--- src/rtl/qif_neuron_array_if.sv ---
// Bus between the synaptic front end / spike router and qif_neuron_array.
// master drives step requests and readback select; slave returns status and spikes.
interface qif_neuron_array_if #(
    parameter int WIDTH     = 8,
    parameter int N_NEURONS = 4
);
    localparam int unsigned IDXW = $clog2(N_NEURONS);

    logic                         start;
    logic [N_NEURONS*WIDTH-1:0]   i_syn;
    logic [IDXW-1:0]              rd_sel;
    logic                         busy;
    logic                         done;
    logic [N_NEURONS-1:0]         spike_vec;
    logic signed [WIDTH-1:0]      rd_v;

    modport master (
        output start, i_syn, rd_sel,
        input  busy, done, spike_vec, rd_v
    );

    modport slave (
        input  start, i_syn, rd_sel,
        output busy, done, spike_vec, rd_v
    );
endinterface

--- src/rtl/qif_neuron_array.sv ---
// Time-multiplexed quadratic integrate-and-fire neuron array, one neuron updated per cycle.
// Define QIF_LEAK_EN to add the -(v>>>LEAK_SHIFT) leak term to integration.
module qif_neuron_array #(
    parameter int WIDTH      = 8,
    parameter int N_NEURONS  = 4,
    parameter int V_RESET    = -20,
    parameter int V_TH       = 50,
    parameter int SQ_SHIFT   = 3,
    parameter int IN_SHIFT   = 2,
    parameter int REFRACT    = 3,
    parameter int LEAK_SHIFT = 4
) (
    input logic              clk,
    input logic              reset,
    qif_neuron_array_if.slave bus
);
    localparam int unsigned IDXW = $clog2(N_NEURONS);
    localparam int unsigned SW   = 2 * WIDTH + 2;
    localparam int unsigned RW   = (REFRACT > 0) ? $clog2(REFRACT + 1) : 1;

    localparam logic signed [WIDTH-1:0] VRST_W = WIDTH'(V_RESET);
    localparam logic signed [WIDTH-1:0] VTH_W  = WIDTH'(V_TH);
    localparam logic [RW-1:0]           REFR_W = RW'(REFRACT);
    localparam logic [IDXW-1:0]         LAST_W = IDXW'(N_NEURONS - 1);
    localparam logic signed [SW-1:0]    SAT_MAX = {{(SW-WIDTH+1){1'b0}}, {(WIDTH-1){1'b1}}};
    localparam logic signed [SW-1:0]    SAT_MIN = {{(SW-WIDTH+1){1'b1}}, {(WIDTH-1){1'b0}}};

    if (WIDTH < 4 || N_NEURONS < 2 || SQ_SHIFT < 0 || IN_SHIFT < 0 ||
        REFRACT < 0 || LEAK_SHIFT < 0) begin : g_bad_param
        $error("qif_neuron_array: illegal parameter combination");
    end

    typedef enum logic [1:0] {S_IDLE, S_RUN, S_DONE} state_t;

    state_t                  state_q, state_d;
    logic [IDXW-1:0]         idx_q, idx_d;
    logic signed [WIDTH-1:0] v_q [N_NEURONS];
    logic signed [WIDTH-1:0] v_d [N_NEURONS];
    logic [RW-1:0]           refr_q [N_NEURONS];
    logic [RW-1:0]           refr_d [N_NEURONS];
    logic signed [WIDTH-1:0] i_cap_q [N_NEURONS];
    logic signed [WIDTH-1:0] i_cap_d [N_NEURONS];
    logic [N_NEURONS-1:0]    spike_sh_q, spike_sh_d;
    logic [N_NEURONS-1:0]    spike_vec_q, spike_vec_d;
    logic                    done_q, done_d;
    logic                    busy_q, busy_d;
    logic signed [WIDTH-1:0] rd_v_q, rd_v_d;

    logic signed [WIDTH-1:0] v_cur, i_cur, s_cur, v_sat;
    logic signed [SW-1:0]    sum;

    // Shared integrator: full-precision sum, then clamp to the WIDTH-bit signed range.
    always_comb begin
        v_cur = v_q[idx_q];
        i_cur = i_cap_q[idx_q];
        s_cur = v_cur >>> SQ_SHIFT;
`ifdef QIF_LEAK_EN
        sum = SW'(v_cur) + SW'(s_cur) * SW'(s_cur) + SW'(i_cur >>> IN_SHIFT)
            - SW'(v_cur >>> LEAK_SHIFT);
`else
        sum = SW'(v_cur) + SW'(s_cur) * SW'(s_cur) + SW'(i_cur >>> IN_SHIFT);
`endif
        if (sum > SAT_MAX) begin
            v_sat = SAT_MAX[WIDTH-1:0];
        end else if (sum < SAT_MIN) begin
            v_sat = SAT_MIN[WIDTH-1:0];
        end else begin
            v_sat = sum[WIDTH-1:0];
        end
    end

    // Step sequencing and per-neuron rule selection.
    always_comb begin
        state_d     = state_q;
        idx_d       = idx_q;
        v_d         = v_q;
        refr_d      = refr_q;
        i_cap_d     = i_cap_q;
        spike_sh_d  = spike_sh_q;
        spike_vec_d = spike_vec_q;
        done_d      = 1'b0;

        case (state_q)
            S_IDLE: begin
                if (bus.start) begin
                    for (int k = 0; k < N_NEURONS; k++) begin
                        i_cap_d[k] = bus.i_syn[k*WIDTH +: WIDTH];
                    end
                    spike_sh_d = '0;
                    idx_d      = '0;
                    state_d    = S_RUN;
                end
            end
            S_RUN: begin
                if (refr_q[idx_q] != '0) begin
                    v_d[idx_q]    = VRST_W;
                    refr_d[idx_q] = refr_q[idx_q] - RW'(1);
                end else if (v_q[idx_q] >= VTH_W) begin
                    spike_sh_d[idx_q] = 1'b1;
                    v_d[idx_q]        = VRST_W;
                    refr_d[idx_q]     = REFR_W;
                end else begin
                    v_d[idx_q] = v_sat;
                end
                if (idx_q == LAST_W) begin
                    state_d = S_DONE;
                end else begin
                    idx_d = idx_q + IDXW'(1);
                end
            end
            S_DONE: begin
                spike_vec_d = spike_sh_q;
                done_d      = 1'b1;
                state_d     = S_IDLE;
            end
            default: state_d = S_IDLE;
        endcase

        busy_d = (state_d != S_IDLE);
        rd_v_d = v_q[bus.rd_sel];
    end

    always_ff @(posedge clk or posedge reset) begin
        if (reset) begin
            state_q     <= S_IDLE;
            idx_q       <= '0;
            for (int k = 0; k < N_NEURONS; k++) begin
                v_q[k]     <= VRST_W;
                refr_q[k]  <= '0;
                i_cap_q[k] <= '0;
            end
            spike_sh_q  <= '0;
            spike_vec_q <= '0;
            done_q      <= 1'b0;
            busy_q      <= 1'b0;
            rd_v_q      <= VRST_W;
        end else begin
            state_q     <= state_d;
            idx_q       <= idx_d;
            v_q         <= v_d;
            refr_q      <= refr_d;
            i_cap_q     <= i_cap_d;
            spike_sh_q  <= spike_sh_d;
            spike_vec_q <= spike_vec_d;
            done_q      <= done_d;
            busy_q      <= busy_d;
            rd_v_q      <= rd_v_d;
        end
    end

    assign bus.busy      = busy_q;
    assign bus.done      = done_q;
    assign bus.spike_vec = spike_vec_q;
    assign bus.rd_v      = rd_v_q;
endmodule

--- src/flat_wrapper.sv ---
// flat-port wrapper written by rule: the top's interface ports become plain ports
module qif_neuron_array_flat 
#(
    parameter int WIDTH      = 8,
    parameter int N_NEURONS  = 4,
    parameter int V_RESET    = -20,
    parameter int V_TH       = 50,
    parameter int SQ_SHIFT   = 3,
    parameter int IN_SHIFT   = 2,
    parameter int REFRACT    = 3,
    parameter int LEAK_SHIFT = 4
)
  (clk, reset, bus_start, bus_i_syn, bus_rd_sel, bus_busy, bus_done, bus_spike_vec, bus_rd_v);
  qif_neuron_array_if #(.WIDTH(WIDTH), .N_NEURONS(N_NEURONS)) bus_i ();
  input logic clk;
  input logic reset;
  input wire logic [$bits(bus_i.start)-1:0] bus_start;
  input wire logic [$bits(bus_i.i_syn)-1:0] bus_i_syn;
  input wire logic [$bits(bus_i.rd_sel)-1:0] bus_rd_sel;
  output wire logic [$bits(bus_i.busy)-1:0] bus_busy;
  output wire logic [$bits(bus_i.done)-1:0] bus_done;
  output wire logic [$bits(bus_i.spike_vec)-1:0] bus_spike_vec;
  output wire logic [$bits(bus_i.rd_v)-1:0] bus_rd_v;
  assign bus_i.start = bus_start;
  assign bus_i.i_syn = bus_i_syn;
  assign bus_i.rd_sel = bus_rd_sel;
  assign bus_busy = bus_i.busy;
  assign bus_done = bus_i.done;
  assign bus_spike_vec = bus_i.spike_vec;
  assign bus_rd_v = bus_i.rd_v;
  qif_neuron_array #(.WIDTH(WIDTH), .N_NEURONS(N_NEURONS), .V_RESET(V_RESET), .V_TH(V_TH), .SQ_SHIFT(SQ_SHIFT), .IN_SHIFT(IN_SHIFT), .REFRACT(REFRACT), .LEAK_SHIFT(LEAK_SHIFT)) u_core (.clk(clk), .reset(reset), .bus(bus_i));
endmodule
--- config.mk ---
export PLATFORM = sky130hd
export DESIGN_NAME = qif_neuron_array_flat
export DESIGN_NICKNAME = d
export VERILOG_FILES = /design/src/rtl/qif_neuron_array_if.sv /design/src/rtl/qif_neuron_array.sv /design/src/flat_wrapper.sv
export SDC_FILE = /design/constraint.sdc
export NUM_CORES = 1
export LEC_CHECK = 0
export ABC_CLOCK_PERIOD_IN_PS = 18500
export BUFFER_PORTS_ARGS = -buffer_cell sky130_fd_sc_hd__buf_2
export CORE_ASPECT_RATIO = 1.75
export CORE_MARGIN = 1.5
export CORE_UTILIZATION = 50
export DETAILED_ROUTE_END_ITERATION = 16
export PLACE_DENSITY_LB_ADDON = 0.1
export RECOVER_POWER = 25
export SYNTH_ARGS = -nofsm -noshare
export SYNTH_HDL_FRONTEND = slang
export SYNTH_SLANG_ARGS = --single-unit
export TNS_END_PERCENT = 30
--- constraint.sdc ---
create_clock -name clk -period 18.5 [get_ports clk]
set_input_delay 1.85 -clock clk [delete_from_list [all_inputs] [get_ports clk]]
set_output_delay 1.85 -clock clk [all_outputs]
set_load 0.01 [all_outputs]
# [After elaboration in Yosys (flattened, before gate mapping)]
# Index checks and enable logic that the tools add are counted.
[op_classes] eq_ne=7 reduce_logical=11 order_cmp=8 bitwise=7 mux=37 add_sub_neg=4 multipliers=1
[ops] operator="$mux 8" count=11
[ops] operator="$mux 32" count=2
[ops] operator="$bmux 8 s2" count=3
[ops] operator="$bwmux 32" count=1
[ops] operator="$or 20x20->20" count=1
[ops] operator="$add 18x6->18" count=1
[ops] operator="$gt 18x8->1 const B" count=1
[ops] operator="$lt 18x8->1 const B" count=1
[ops] operator="$demux 8 s2" count=1
[ops] operator="$mux 2" count=7
[ops] operator="$and 12x12->12" count=1
[ops] operator="$mux 4" count=3
[ops] operator="$not 12->12" count=1
[ops] operator="$add 8x10->11" count=1
[ops] operator="$mul 5x5->10" count=1
[ops] operator="$bwmux 8" count=1
[ops] operator="$ge 8x7->1 const B" count=1
[ops] operator="$or 8x8->8" count=1
[ops] operator="$pmux 2 s2" count=2
[ops] operator="$pmux 4 s2" count=1
[ops] operator="$reduce_bool 2->1" count=4
[ops] operator="$ge 3x3->1 const B" count=2
[ops] operator="$ne 2x2->1 const B" count=3
[ops] operator="$not 2->3" count=2
[ops] operator="18 further kinds" count=22
[word_totals] output_inout_bits=14 elab_cells=94 regBits=94 in_bits=37

# [Logic depth before layout (Yosys ltp)]
# Gate-level depths: netlist of the first run.
[depth] depth_word=13 mapped_depth=27 mapped_depth_nobuf=25

# [Least setup slack after synthesis of the first run]
# Ideal clock, no wire load.
[synth_timing] path_type="flip-flop to flip-flop" from="reg u_core.idx_q[0]" to="reg u_core.v_q[13] in the netlist's numbering" path_slack_ps=12088 synth_period_minus_slack_ps=6412 t_required_ps=18436 path_buffers=2 setup_ps=64 path_stages_with_launch=27 arrival_time_ps=6348 cell_sequence="dfrtp_1 buf_6 mux4_2 inv_1 nor2_1 xnor2_1 ha_1 inv_1 fa_1 inv_1 fa_1 fa_1 ha_1 a21o_1 a21oi_1 o21bai_1 a21oi_1 xnor2_1 ha_1 a21oi_1 o21ai_0 a31oi_2 xor2_2 o41ai_4 buf_2 nand4_1 nand3_1"
[synth_via] elab_chain_len=13 word_cells_on_any_way=28 cone_classes="add/sub (2); mul (1); order compare (5); mux (16); bitwise (2); reduce/logical (2)"
[synth_lines] item="start: declaration" line_no="qif_neuron_array.sv:36" rtl="logic [IDXW-1:0] idx_q, idx_d;"
[synth_lines] item="start signal: assignment" line_no="qif_neuron_array.sv:139" rtl="idx_q <= idx_d;"
[synth_lines] item="$not 2->3 (not written as such) (*)"
[synth_lines] item="$bmux 8 s2" line_no="qif_neuron_array.sv:54, qif_neuron_array.sv:98"
[synth_lines] item="$mux 8 (not written as such) (2 in series)" line_no="qif_neuron_array.sv:54, qif_neuron_array.sv:98"
[synth_lines] item="$mul 5x5->10" line_no="qif_neuron_array.sv:61" rtl="sum = SW'(v_cur) + SW'(s_cur) * SW'(s_cur) + SW'(i_cur >>> IN_SHIFT);"
[synth_lines] item="$add 8x10->11" line_no="qif_neuron_array.sv:61"
[synth_lines] item="$add 18x6->18" line_no="qif_neuron_array.sv:61"
[synth_lines] item="$lt 18x8->1" line_no="qif_neuron_array.sv:65" rtl="end else if (sum < SAT_MIN) begin"
[synth_lines] item="$mux 8" line_no="qif_neuron_array.sv:65"
[synth_lines] item="$mux 8" line_no="qif_neuron_array.sv:63" rtl="if (sum > SAT_MAX) begin"
[synth_lines] item="$bwmux 32" line_no="qif_neuron_array.sv:103" rtl="v_d[idx_q] = v_sat;"
[synth_lines] item="$mux 32" line_no="qif_neuron_array.sv:98" rtl="end else if (v_q[idx_q] >= VTH_W) begin"
[synth_lines] item="$mux 32 (*)" line_no="qif_neuron_array.sv:95" rtl="if (refr_q[idx_q] != '0) begin"
[synth_lines] item="end signal: assignment" line_no="qif_neuron_array.sv:140" rtl="v_q <= v_d;"
[synth_lines] item="end: declaration" line_no="qif_neuron_array.sv:37" rtl="logic signed [WIDTH-1:0] v_q [N_NEURONS];"
# Every way passes the cells marked *; elsewhere a longest branch is shown, timed or not. The select of a mux whose other input is x is not followed.
# A chain may end at the register's enable or synchronous reset.

# [Final worst setup path of the first run]
[layout_timing] from="reg u_core.idx_q[0]" to="reg u_core.v_q[20] in the netlist's numbering"
# Same word-level chain as after synthesis.

==> results of run 1 <==
sequential cells by signal, summed over array words and instances, names as in the netlist:
signal / count
u_core.bus.busy: 1
u_core.bus.done: 1
u_core.bus.rd_v: 8
u_core.bus.spike_vec: 4
u_core.i_cap_q: 24
u_core.idx_q: 2
u_core.refr_q: 8
u_core.spike_sh_q: 4
u_core.state_q: 2
u_core.v_q: 32
worst reg2reg max path, delay by kind of cell, from the launching register on:
family          cells  cell delay [ns]
compound gates     10             2.20
xor+xnor            3             0.70
fa+ha+maj           6             2.51
buf+inv             4             0.78
flops               1             0.71
mux                 1             0.68
simple gates        1             0.12
cell usage in the layout (no fill, tap or decap), types with 20 or more instances in the layout:
cell type,instances
nand2_1,128
dfrtp_1,61
inv_1,46
ha_1,43
buf_2,40
mux4_2,25
dfstp_2,25
o21ai_0,21
fa_1,20
kinds of logic after synthesis:
group / count (synthesis)
buf+inv: 70
xor+xnor: 20
compound gates: 86
fa+ha+maj: 63
mux: 32
flops: 86
simple gates: 206
stage by stage:
step | utilization | instance area [um^2] | instances | hold slack (ns) | worst slack [ns]
floorplan | - | 5820 | 563 | 0.440 | 12.09
finish | 0.558 | 6390 | 736 | 0.474 | 10.67
global placement | 0.533 | 6110 | 720 | 0.454 | 10.78
detailed placement | 0.533 | 6110 | 720 | 0.462 | 10.65
global route | 0.558 | 6390 | 736 | 0.495 | 10.13
CTS | 0.558 | 6390 | 736 | 0.477 | 10.60
worst max path at each step:
stage	cells past startpoint	endpoint	startpoint	slack (ns)
2_1_floorplan	26	u_core.v_q[13]$_DFFE_PP1P_	u_core.idx_q[0]$_DFFE_PP0P_	12.09
3_3_place_gp	25	u_core.v_q[1]$_DFFE_PP0P_	u_core.idx_q[0]$_DFFE_PP0P_	10.78
3_5_place_dp	25	u_core.v_q[1]$_DFFE_PP0P_	u_core.idx_q[0]$_DFFE_PP0P_	10.65
4_1_cts	25	u_core.v_q[1]$_DFFE_PP0P_	u_core.idx_q[0]$_DFFE_PP0P_	10.60
5_1_grt	25	u_core.v_q[1]$_DFFE_PP0P_	u_core.idx_q[0]$_DFFE_PP0P_	10.13
6_report	25	u_core.v_q[20]$_DFFE_PP0P_	u_core.idx_q[0]$_DFFE_PP0P_	10.67
final cells by class:
cell class | count | area share
Clock buffer | 10 | 0.0374
Clock inverter | 6 | 0.00764
Inverter | 48 | 0.0284
Multi-Input combinational cell | 407 | 0.524
Sequential cell | 86 | 0.342
Tap cell | 135 | 0.0264
Timing Repair Buffer | 44 | 0.0343
metal layers:
metal | wire length [um] | track usage | vias up | share of wire
met2 | 7370 | 0.423 | 78 | 0.57
met3 | 377 | 0.0346 | 21 | 0.029
met1 | 4950 | 0.253 | 2086 | 0.38
met5 | 0 | 0 | - | 0
met4 | 327 | 0.0847 | 0 | 0.025
li1 | - | - | 2009 | -
==> results.txt, run 1 <==
Worst R2R End - u_core.v_q[20]$_DFFE_PP0P_
Multi-input logic area - 3350 um^2
Clock sink total - 86
First-pass GRT wire length - 21800 um
Htree depth - 3
Reg-to-reg critical path startpoint - u_core.idx_q[0]$_DFFE_PP0P_
Boundary pin count - 51
Post-synthesis cell type count - 59
DRC violations left - 0
Mux contribution to synthesized area - 0.111
Max Slew Vio Count - 87
Total GRT Usage - 0.226
Family with the most delay on the worst path - adder cells
CP Data Required Time - 18.71 ns
Setup TNS - 0 ns
Worst-Skew Late Latency - 0.35 ns
Reg clk slew, reported paths - 0.06 ns
Final hold viol count - 0
Worst Max-Slew Pin Slew - 4.49 ns
Synth Area in XOR/XNOR - 0.0327
Hold Path Origin - u_core.i_cap_q[5]$_DFFE_PP0P_
Simple-gate portion of the synthesized area - 0.157
GRT overflow - 0
I/O Buffers - 42
Syn Inst Count - 563
Fin Clk Skew - 0.00944 ns
Syn Nets - 663
Slew HR - -1.99
Crit Path Max Fanout - 12
Antenna violations before repair - 0
Filler Cell Count - 1013
Core box area - 11500 um^2
Total Wirelength - 13000 um
Post-route ant nets - 0
Cell Area, Synth - 5820 um^2
Largest family of logic cells by synthesized area - adder cells
Row cnt - 52
WP buf/inv - 4
Total CTS buffers - 9
Area contributors post-synth - dfrtp_1 26%, dfstp_2 11%, mux4_2 9.7%, ha_1 9.2%, nand2_1 8.3%
Synth Flop Type - dfrtp_1
Yosys top cell area share - 0.262
Die Ht - 146 um
Post-synthesis sequential area ratio - 0.375
Starting density of the core - 0.508
P&R area growth vs syn - 9.81%
Slowest cell on the critical path - dfrtp_1
Worst Reg2Reg Path Length in Cells - 25
Chip width - 84.5 um
Post-synth top cells - 128 x nand2_1, 61 x dfrtp_1, 47 x inv_1
Achievable frequency - 128 MHz
Post-CTS setup buffer count - 0
Fin crit share - 0.423
Vias - 4194
Status - complete, but fails checks
Register Area - 2180 um^2
First-pass detailed-route iteration total - 5
Initial DRC count - 233
Max Cap Viol - 1
Nets@finish - 696
Adder-Cell Fraction of Synth Area - 0.161
Most frequent cell after synthesis - nand2_1
Largest net degree at the start of global routing - 87
Hold path depth - 2
Syn_area_per_cell - 10.3 um^2
CP Class - register to register
HP Class - register to register
Die area - 12300 um^2
Hpwl dp - 9770 um
Synth Register Bits - 86
Hold path endpoint - u_core.i_cap_q[5]$_DFFE_PP0P_
CP Capture Type - register
Ant diodes - 0
Final GP Congestion - 0.894
CP Launch Type - register
Layout cells sized above 1 - 0.221
Cell taking the most area after synthesis - dfrtp_1
Root buf cell - clkbuf_16
CTS tree - built
EDFF count, synth - 0
Post_cts resized - 0
Failing checks - capacitance limit, slew limit
Syn. warnings - 0
Post-layout min period - 7.83 ns
Via-to-Cell Ratio - 5.70
Reg2Reg Setup Slack - 10.67 ns
Most used cell, CP - a21oi_1
CP Data Arrival Time - 8.04 ns
Routed len/inst - 17.7 um
Vias in the first global route - 4392
CTS Buffer Depth - 2
# setup viols final - 0
Worst path max stage delay - 0.71 ns
Asr flop ratio synth - 1.00
Synth Area in Compound Gates - 0.113
Unrepaired setup endpoints after global routing - false
CTS Hold Bufs - 0
Power of run 1 is not shown: default switching activity piles up to over one toggle a cycle in this logic, so the estimate is an artifact.
==> inputs of run 2 (changes only) <==
--- a/config.mk
+++ b/config.mk
@@ -5,7 +5,7 @@
 export SDC_FILE = /design/constraint.sdc
 export NUM_CORES = 1
 export LEC_CHECK = 0
-export ABC_CLOCK_PERIOD_IN_PS = 18500
+export ABC_CLOCK_PERIOD_IN_PS = 7600
 export BUFFER_PORTS_ARGS = -buffer_cell sky130_fd_sc_hd__buf_2
 export CORE_ASPECT_RATIO = 1.75
 export CORE_MARGIN = 1.5
==> constraint.sdc (replaced) <==
create_clock -name clk -period 7.6 [get_ports clk]
set_input_delay 0.76 -clock clk [delete_from_list [all_inputs] [get_ports clk]]
set_output_delay 0.76 -clock clk [all_outputs]
set_load 0.01 [all_outputs]
==> run 2 against run 1 <==
Compared with the run above: the run still ends with capacitance limit, slew limit left; global-route usage grew 0.24 points; hold slack lost 0.0044 ns; sequential share of layout area shrank 0.29 points; die area is the same; clock-buffer cell count is the same; setup slack lost 10 ns; largest cell class unchanged.
==> results.txt, run 2 (synthesis results as in run 1) <==
Status - complete, but fails checks (unchanged)
Failing checks - capacitance limit, slew limit (unchanged)
Crit Path Max Fanout - 10 (was 12)
Die Ht - 146 um (unchanged)
Achievable frequency - 141 MHz (was 128 MHz)
Post-route non-filler standard cell count - 743 (was 736)
Reg with most FFs - u_core.v_q (unchanged)
Final hold viol count - 0 (unchanged)
Largest net degree at the start of global routing - 87 (unchanged)
Routed len/inst - 17.5 um (was 17.7 um)
# setup viols final - 0 (unchanged)
Unrepaired setup endpoints after global routing - false (unchanged)
Total CTS buffers - 9 (unchanged)
I/O Buffers - 42 (unchanged)
Htree depth - 3 (unchanged)
Commonest non-fill, non-tap cell in the layout - nand2_1 (unchanged)
First-pass detailed-route iteration total - 5 (unchanged)
Hold path depth - 2 (unchanged)
Setup TNS - 0 ns (unchanged)
Clock sink total - 86 (unchanged)
CP Capture Type - register (unchanged)
Die area - 12300 um^2 (unchanged)
Final GP Congestion - 0.866 (was 0.894)
Slowest cell on the critical path - mux4_2 (was dfrtp_1)
Reg clk slew, reported paths - 0.06 ns (about the same)
First-pass GRT wire length - 22100 um (was 21800 um)
Row cnt - 52 (unchanged)
CTS Hold Bufs - 0 (unchanged)
Most frequent cells in the layout - 128 x nand2_1, 60 x dfrtp_1, 46 x inv_1, 43 x ha_1, 37 x buf_2 (was 128 x nand2_1, 61 x dfrtp_1, 46 x inv_1, 43 x ha_1, 40 x buf_2)
Worst Reg2Reg Path Length in Cells - 21 (was 25)
Number of flip-flops under the largest register name - 32 (unchanged)
Worst-Skew Late Latency - 0.34 ns (was 0.35 ns)
Worst path cell trace - mux4_2, nand2_1, fa_1, fa_1, inv_1, fa_1, fa_1, ha_1, a21o_1, a21oi_1, o21bai_1, a21oi_1, xnor2_1, ha_1, a21oi_1, o21ai_0, a31oi_2, xor2_2, a41oi_2, a21oi_1, o21ai_0
Total Wirelength - 13000 um (about the same)
Filler Cell Count - 1044 (was 1013)
CP Class - register to register (unchanged)
Initial DRC count - 250 (was 233)
Worst Max-Slew Pin Slew - 4.51 ns (was 4.49 ns)
Boundary pin count - 51 (unchanged)
Hold Path Origin - u_core.i_cap_q[2]$_DFFE_PP0P_ (was u_core.i_cap_q[5]$_DFFE_PP0P_)
GRT overflow - 0 (unchanged)
Antenna violations before repair - 0 (unchanged)
Nets@finish - 703 (was 696)
Post-layout min period - 7.08 ns (was 7.83 ns)
Core box area - 11500 um^2 (unchanged)
Worst R2R End - u_core.v_q[12]$_DFFE_PP0P_ (was u_core.v_q[20]$_DFFE_PP0P_)
Fin Clk Skew - 0.0116 ns (was 0.00944 ns)
Hold path endpoint - u_core.i_cap_q[2]$_DFFE_PP0P_ (was u_core.i_cap_q[5]$_DFFE_PP0P_)
DRC violations left - 0 (unchanged)
Worst path max stage delay - 0.69 ns (was 0.71 ns)
Fin crit share - 0.932 (was 0.423)
CP Launch Type - register (unchanged)
P&R area growth vs syn - 10.8% (was 9.81%)
Reg-to-reg critical path startpoint - u_core.idx_q[0]$_DFFE_PP0P_ (unchanged)
Reg2Reg Setup Slack - 0.52 ns (was 10.67 ns)
Ant diodes - 0 (unchanged)
Vias - 4230 (was 4194)
CTS tree - built (unchanged)
Layout cells sized above 1 - 0.225 (was 0.221)
CP Data Arrival Time - 7.28 ns (was 8.04 ns)
Vias in the first global route - 4451 (was 4392)
Total GRT Usage - 0.229 (was 0.226)
Hpwl dp - 9930 um (was 9770 um)
Max Slew Vio Count - 87 (unchanged)
Post-route ant nets - 0 (unchanged)
Chip width - 84.5 um (unchanged)
Via-to-Cell Ratio - 5.69 (was 5.70)
Post-placement cell count - 727 (was 720)
Max Cap Viol - 1 (unchanged)
HP Class - register to register (unchanged)
Root buf cell - clkbuf_16 (unchanged)
CTS Buffer Depth - 2 (unchanged)
Top flop regs - u_core.v_q: 32 flops, u_core.i_cap_q: 24 flops (unchanged)
CP Data Required Time - 7.80 ns (was 18.71 ns)
Slew HR - -2.01 (was -1.99)
Starting density of the core - 0.508 (unchanged)
-- run 2: worst max path at each step --
stage	cells past startpoint	slack, ns	startpoint	end
6_report	21	0.52	u_core.idx_q[0]$_DFFE_PP0P_	u_core.v_q[12]$_DFFE_PP0P_
5_1_grt	21	0.14	u_core.idx_q[0]$_DFFE_PP0P_	u_core.v_q[12]$_DFFE_PP0P_
4_1_cts	21	0.25	u_core.idx_q[0]$_DFFE_PP0P_	u_core.v_q[12]$_DFFE_PP0P_
3_5_place_dp	21	0.29	u_core.idx_q[0]$_DFFE_PP0P_	u_core.v_q[12]$_DFFE_PP0P_
3_3_place_gp	21	0.30	u_core.idx_q[0]$_DFFE_PP0P_	u_core.v_q[4]$_DFFE_PP0P_
2_1_floorplan	26	1.19	u_core.idx_q[0]$_DFFE_PP0P_	u_core.v_q[13]$_DFFE_PP1P_
-- run 2: metrics by stage --
| stage | worst slack (ns) | area (um^2) | hold WS (ns) | utilization |
|---|---|---|---|---|
| detailed placement | 0.290 | 6160 | 0.458 | 0.538 |
| floorplan | 1.19 | 5820 | 0.440 | - |
| global route | 0.142 | 6450 | 0.496 | 0.563 |
| finish | 0.518 | 6450 | 0.469 | 0.563 |
| CTS | 0.253 | 6450 | 0.475 | 0.564 |
| global placement | 0.305 | 6160 | 0.454 | 0.538 |
-- run 2: cell type report --
type,instances,area [um^2],area share
tap,135,169,0.0262
inverter,48,181,0.0281
timing repair buffer,51,268,0.0415
multi-input combinational,407,3350,0.519
clock buffer,10,229,0.0355
clock inverter,6,67.6,0.0105
sequential,86,2180,0.339
-- run 2: critical path: cells and delay by family, from the launching register on --
kind / cells / cell delay (ns)
AND/OR/NAND/NOR: 1 / 0.21
AO/OA/AOI/OAI: 10 / 2.18
adder cells (fa/ha/maj): 6 / 2.65
buffers and inverters: 1 / 0.05
multiplexers: 1 / 0.69
XOR/XNOR: 2 / 0.56
flip-flops: 1 / 0.59
-- run 2: per-layer routing --
layer / global-route usage / up-vias / wire length, um
met1: 0.270 / 2097 / 5100
met2: 0.408 / 80 / 7280
met5: 0 / - / 0
li1: - / 2030 / -
met3: 0.0357 / 23 / 351
met4: 0.0944 / 0 / 286
-- run 2: timing repair --
action	in CTS	in global routing
setup buffers	0	0
endpoints found under the setup margin	0	17
gates resized for setup	0	1
Power of run 2 is left out for the same reason.
==> inputs of run 3 (changes only) <==
--- a/config.mk
+++ b/config.mk
@@ -13,6 +13,7 @@
 export DETAILED_ROUTE_END_ITERATION = 16
 export PLACE_DENSITY_LB_ADDON = 0.1
 export RECOVER_POWER = 25
+export REMOVE_ABC_BUFFERS = 1
 export SYNTH_ARGS = -nofsm -noshare
 export SYNTH_HDL_FRONTEND = slang
 export SYNTH_SLANG_ARGS = --single-unit
==> run 3 against run 2 <==
Compared with the run above: the flow still finishes with violations (capacitance limit, slew limit); setup slack gained 0.039 ns; global-route usage is essentially flat; core utilization shrank 0.12 points; design area shrank 0.21%; largest cell class unchanged.
==> results.txt, run 3 (synthesis results as in run 1) <==
Vias - 4197 (was 4230)
Routed len/inst - 17.8 um (was 17.5 um)
Total Wirelength - 13200 um (was 13000 um)
CP Data Arrival Time - 7.24 ns (was 7.28 ns)
Chip width - 84.5 um (unchanged)
Max Cap Viol - 1 (unchanged)
Unrepaired setup endpoints after global routing - false (unchanged)
Setup TNS - 0 ns (unchanged)
Reg-to-reg critical path startpoint - u_core.idx_q[0]$_DFFE_PP0P_ (unchanged)
Worst-Skew Late Latency - 0.35 ns (was 0.34 ns)
CTS Buffer Depth - 2 (unchanged)
CP Capture Type - register (unchanged)
Die Ht - 146 um (unchanged)
Status - complete, but fails checks (unchanged)
Root buf cell - clkbuf_16 (unchanged)
Nets@finish - 701 (was 703)
Largest net degree at the start of global routing - 87 (unchanged)
Boundary pin count - 51 (unchanged)
Reg with most FFs - u_core.v_q (unchanged)
Worst R2R End - u_core.v_q[12]$_DFFE_PP0P_ (unchanged)
Final GP Congestion - 0.870 (was 0.866)
Commonest non-fill, non-tap cell in the layout - nand2_1 (unchanged)
Crit path from - u_core.idx_q[0]$_DFFE_PP0P_ (unchanged)
HP Class - register to register (unchanged)
Initial DRC count - 299 (was 250)
Failing checks - capacitance limit, slew limit (unchanged)
Via-to-Cell Ratio - 5.66 (was 5.69)
Post-route ant nets - 0 (unchanged)
CP Class - register to register (unchanged)
Worst Reg2Reg Path Length in Cells - 23 (was 21)
Core box area - 11500 um^2 (unchanged)
Achievable frequency - 142 MHz (was 141 MHz)
CP Data Required Time - 7.80 ns (about the same)
Hpwl dp - 10000 um (was 9930 um)
Antenna violations before repair - 0 (unchanged)
DRC violations left - 0 (unchanged)
Crit Path Max Fanout - 10 (unchanged)
Die area - 12300 um^2 (unchanged)
Total GRT Usage - 0.229 (about the same)
Reg2Reg Setup Slack - 0.56 ns (was 0.52 ns)
Row cnt - 52 (unchanged)
Starting density of the core - 0.508 (unchanged)
Final std cell area, no fill - 6430 um^2 (was 6450 um^2)
Layout cells sized above 1 - 0.228 (was 0.225)
Crit path capture - u_core.v_q[12]$_DFFE_PP0P_ (unchanged)
Ant diodes - 0 (unchanged)
Fin crit share - 0.927 (was 0.932)
Final hold viol count - 0 (unchanged)
Filler Cell Count - 1021 (was 1044)
Total CTS buffers - 9 (unchanged)
First-pass detailed-route iteration total - 5 (unchanged)
Number of flip-flops under the largest register name - 32 (unchanged)
First-pass GRT wire length - 22100 um (about the same)
Clock sink total - 86 (unchanged)
Vias in the first global route - 4511 (was 4451)
I/O Buffers - 42 (unchanged)
Dpl ws - 0.362 ns (was 0.290 ns)
# setup viols final - 0 (unchanged)
CTS tree - built (unchanged)
GRT overflow - 0 (unchanged)
Most frequent cells in the layout - 128 x nand2_1, 60 x dfrtp_1, 46 x inv_1, 43 x ha_1, 40 x buf_2 (was 128 x nand2_1, 60 x dfrtp_1, 46 x inv_1, 43 x ha_1, 37 x buf_2)
Worst Max-Slew Pin Slew - 4.50 ns (was 4.51 ns)
CTS Hold Bufs - 0 (unchanged)
Top flop regs - u_core.v_q: 32 flops, u_core.i_cap_q: 24 flops (unchanged)
Post-layout min period - 7.04 ns (was 7.08 ns)
Final Worst Setup Slack - 0.556 ns (was 0.518 ns)
Slew HR - -2.00 (was -2.01)
P&R area growth vs syn - 10.6% (was 10.8%)
Reg clk slew, reported paths - 0.06 ns (about the same)
Htree depth - 3 (unchanged)
CP Launch Type - register (unchanged)
Placed cell areas - 6140 um^2 (was 6160 um^2)
Max Slew Vio Count - 87 (unchanged)
Fin Clk Skew - 0.00987 ns (was 0.0116 ns)
==> run 3: worst max-delay path, cell delays in order (launching register included) <==
cell	delay [ns]
dfrtp_2	0.54
mux4_2	0.69
nor2_1	0.24
xnor2_1	0.11
ha_1	0.27
inv_1	0.05
fa_1	0.53
inv_1	0.06
fa_1	0.60
fa_1	0.46
ha_1	0.31
a21o_1	0.16
a21oi_1	0.22
o21bai_1	0.09
a21oi_1	0.21
xnor2_1	0.10
ha_1	0.40
nand4_1	0.16
a211oi_1	0.40
o32ai_4	0.21
xor2_1	0.19
a41oi_2	0.27
a21oi_1	0.44
o21ai_0	0.17
==> run 3: cell type report <==
cell class              count  area, um^2  area share
inverters                  48         181      0.0282
multi-input cells         407        3350       0.520
clock buffers              11         254      0.0395
flip-flops and latches     86        2180       0.340
well taps                 135         169      0.0263
repair buffers             49         256      0.0399
clock inverters             5        40.0     0.00622
==> run 3: timing repair <==
action | in CTS | in global routing
buffers inserted | 0 | 0
hold endpoints to repair | 0 | 0
setup endpoints to repair | 0 | 15
resized for setup | 0 | 1
==> run 3: worst min path at each step <==
stage / start / to / slack (ns) / depth (start not counted)
global route: u_core.i_cap_q[2]$_DFFE_PP0P_ / u_core.i_cap_q[2]$_DFFE_PP0P_ / 0.50 / 2
floorplan: u_core.i_cap_q[10]$_DFFE_PP0P_ / u_core.i_cap_q[10]$_DFFE_PP0P_ / 0.44 / 2
global placement: u_core.i_cap_q[18]$_DFFE_PP0P_ / u_core.i_cap_q[18]$_DFFE_PP0P_ / 0.45 / 2
detailed placement: u_core.i_cap_q[3]$_DFFE_PP0P_ / u_core.i_cap_q[3]$_DFFE_PP0P_ / 0.46 / 2
CTS: u_core.i_cap_q[3]$_DFFE_PP0P_ / u_core.i_cap_q[3]$_DFFE_PP0P_ / 0.48 / 2
finish: u_core.i_cap_q[7]$_DFFE_PP0P_ / u_core.i_cap_q[7]$_DFFE_PP0P_ / 0.47 / 2
==> run 3: stage by stage <==
stage,cells,utilization,hold WS (ns)
2_1_floorplan,541,-,0.440
3_3_place_gp,725,0.536,0.455
3_5_place_dp,725,0.536,0.462
4_1_cts,741,0.562,0.477
5_1_grt,741,0.562,0.498
6_report,741,0.562,0.473
==> run 3: metal layers <==
layer / GRT usage / share of wire / wire length (um)
met2: 0.432 / 0.57 / 7530
met3: 0.0340 / 0.029 / 378
met5: 0 / 0 / 0
met4: 0.0726 / 0.022 / 289
met1: 0.259 / 0.38 / 4970
Power of run 3 is left out for the same reason.
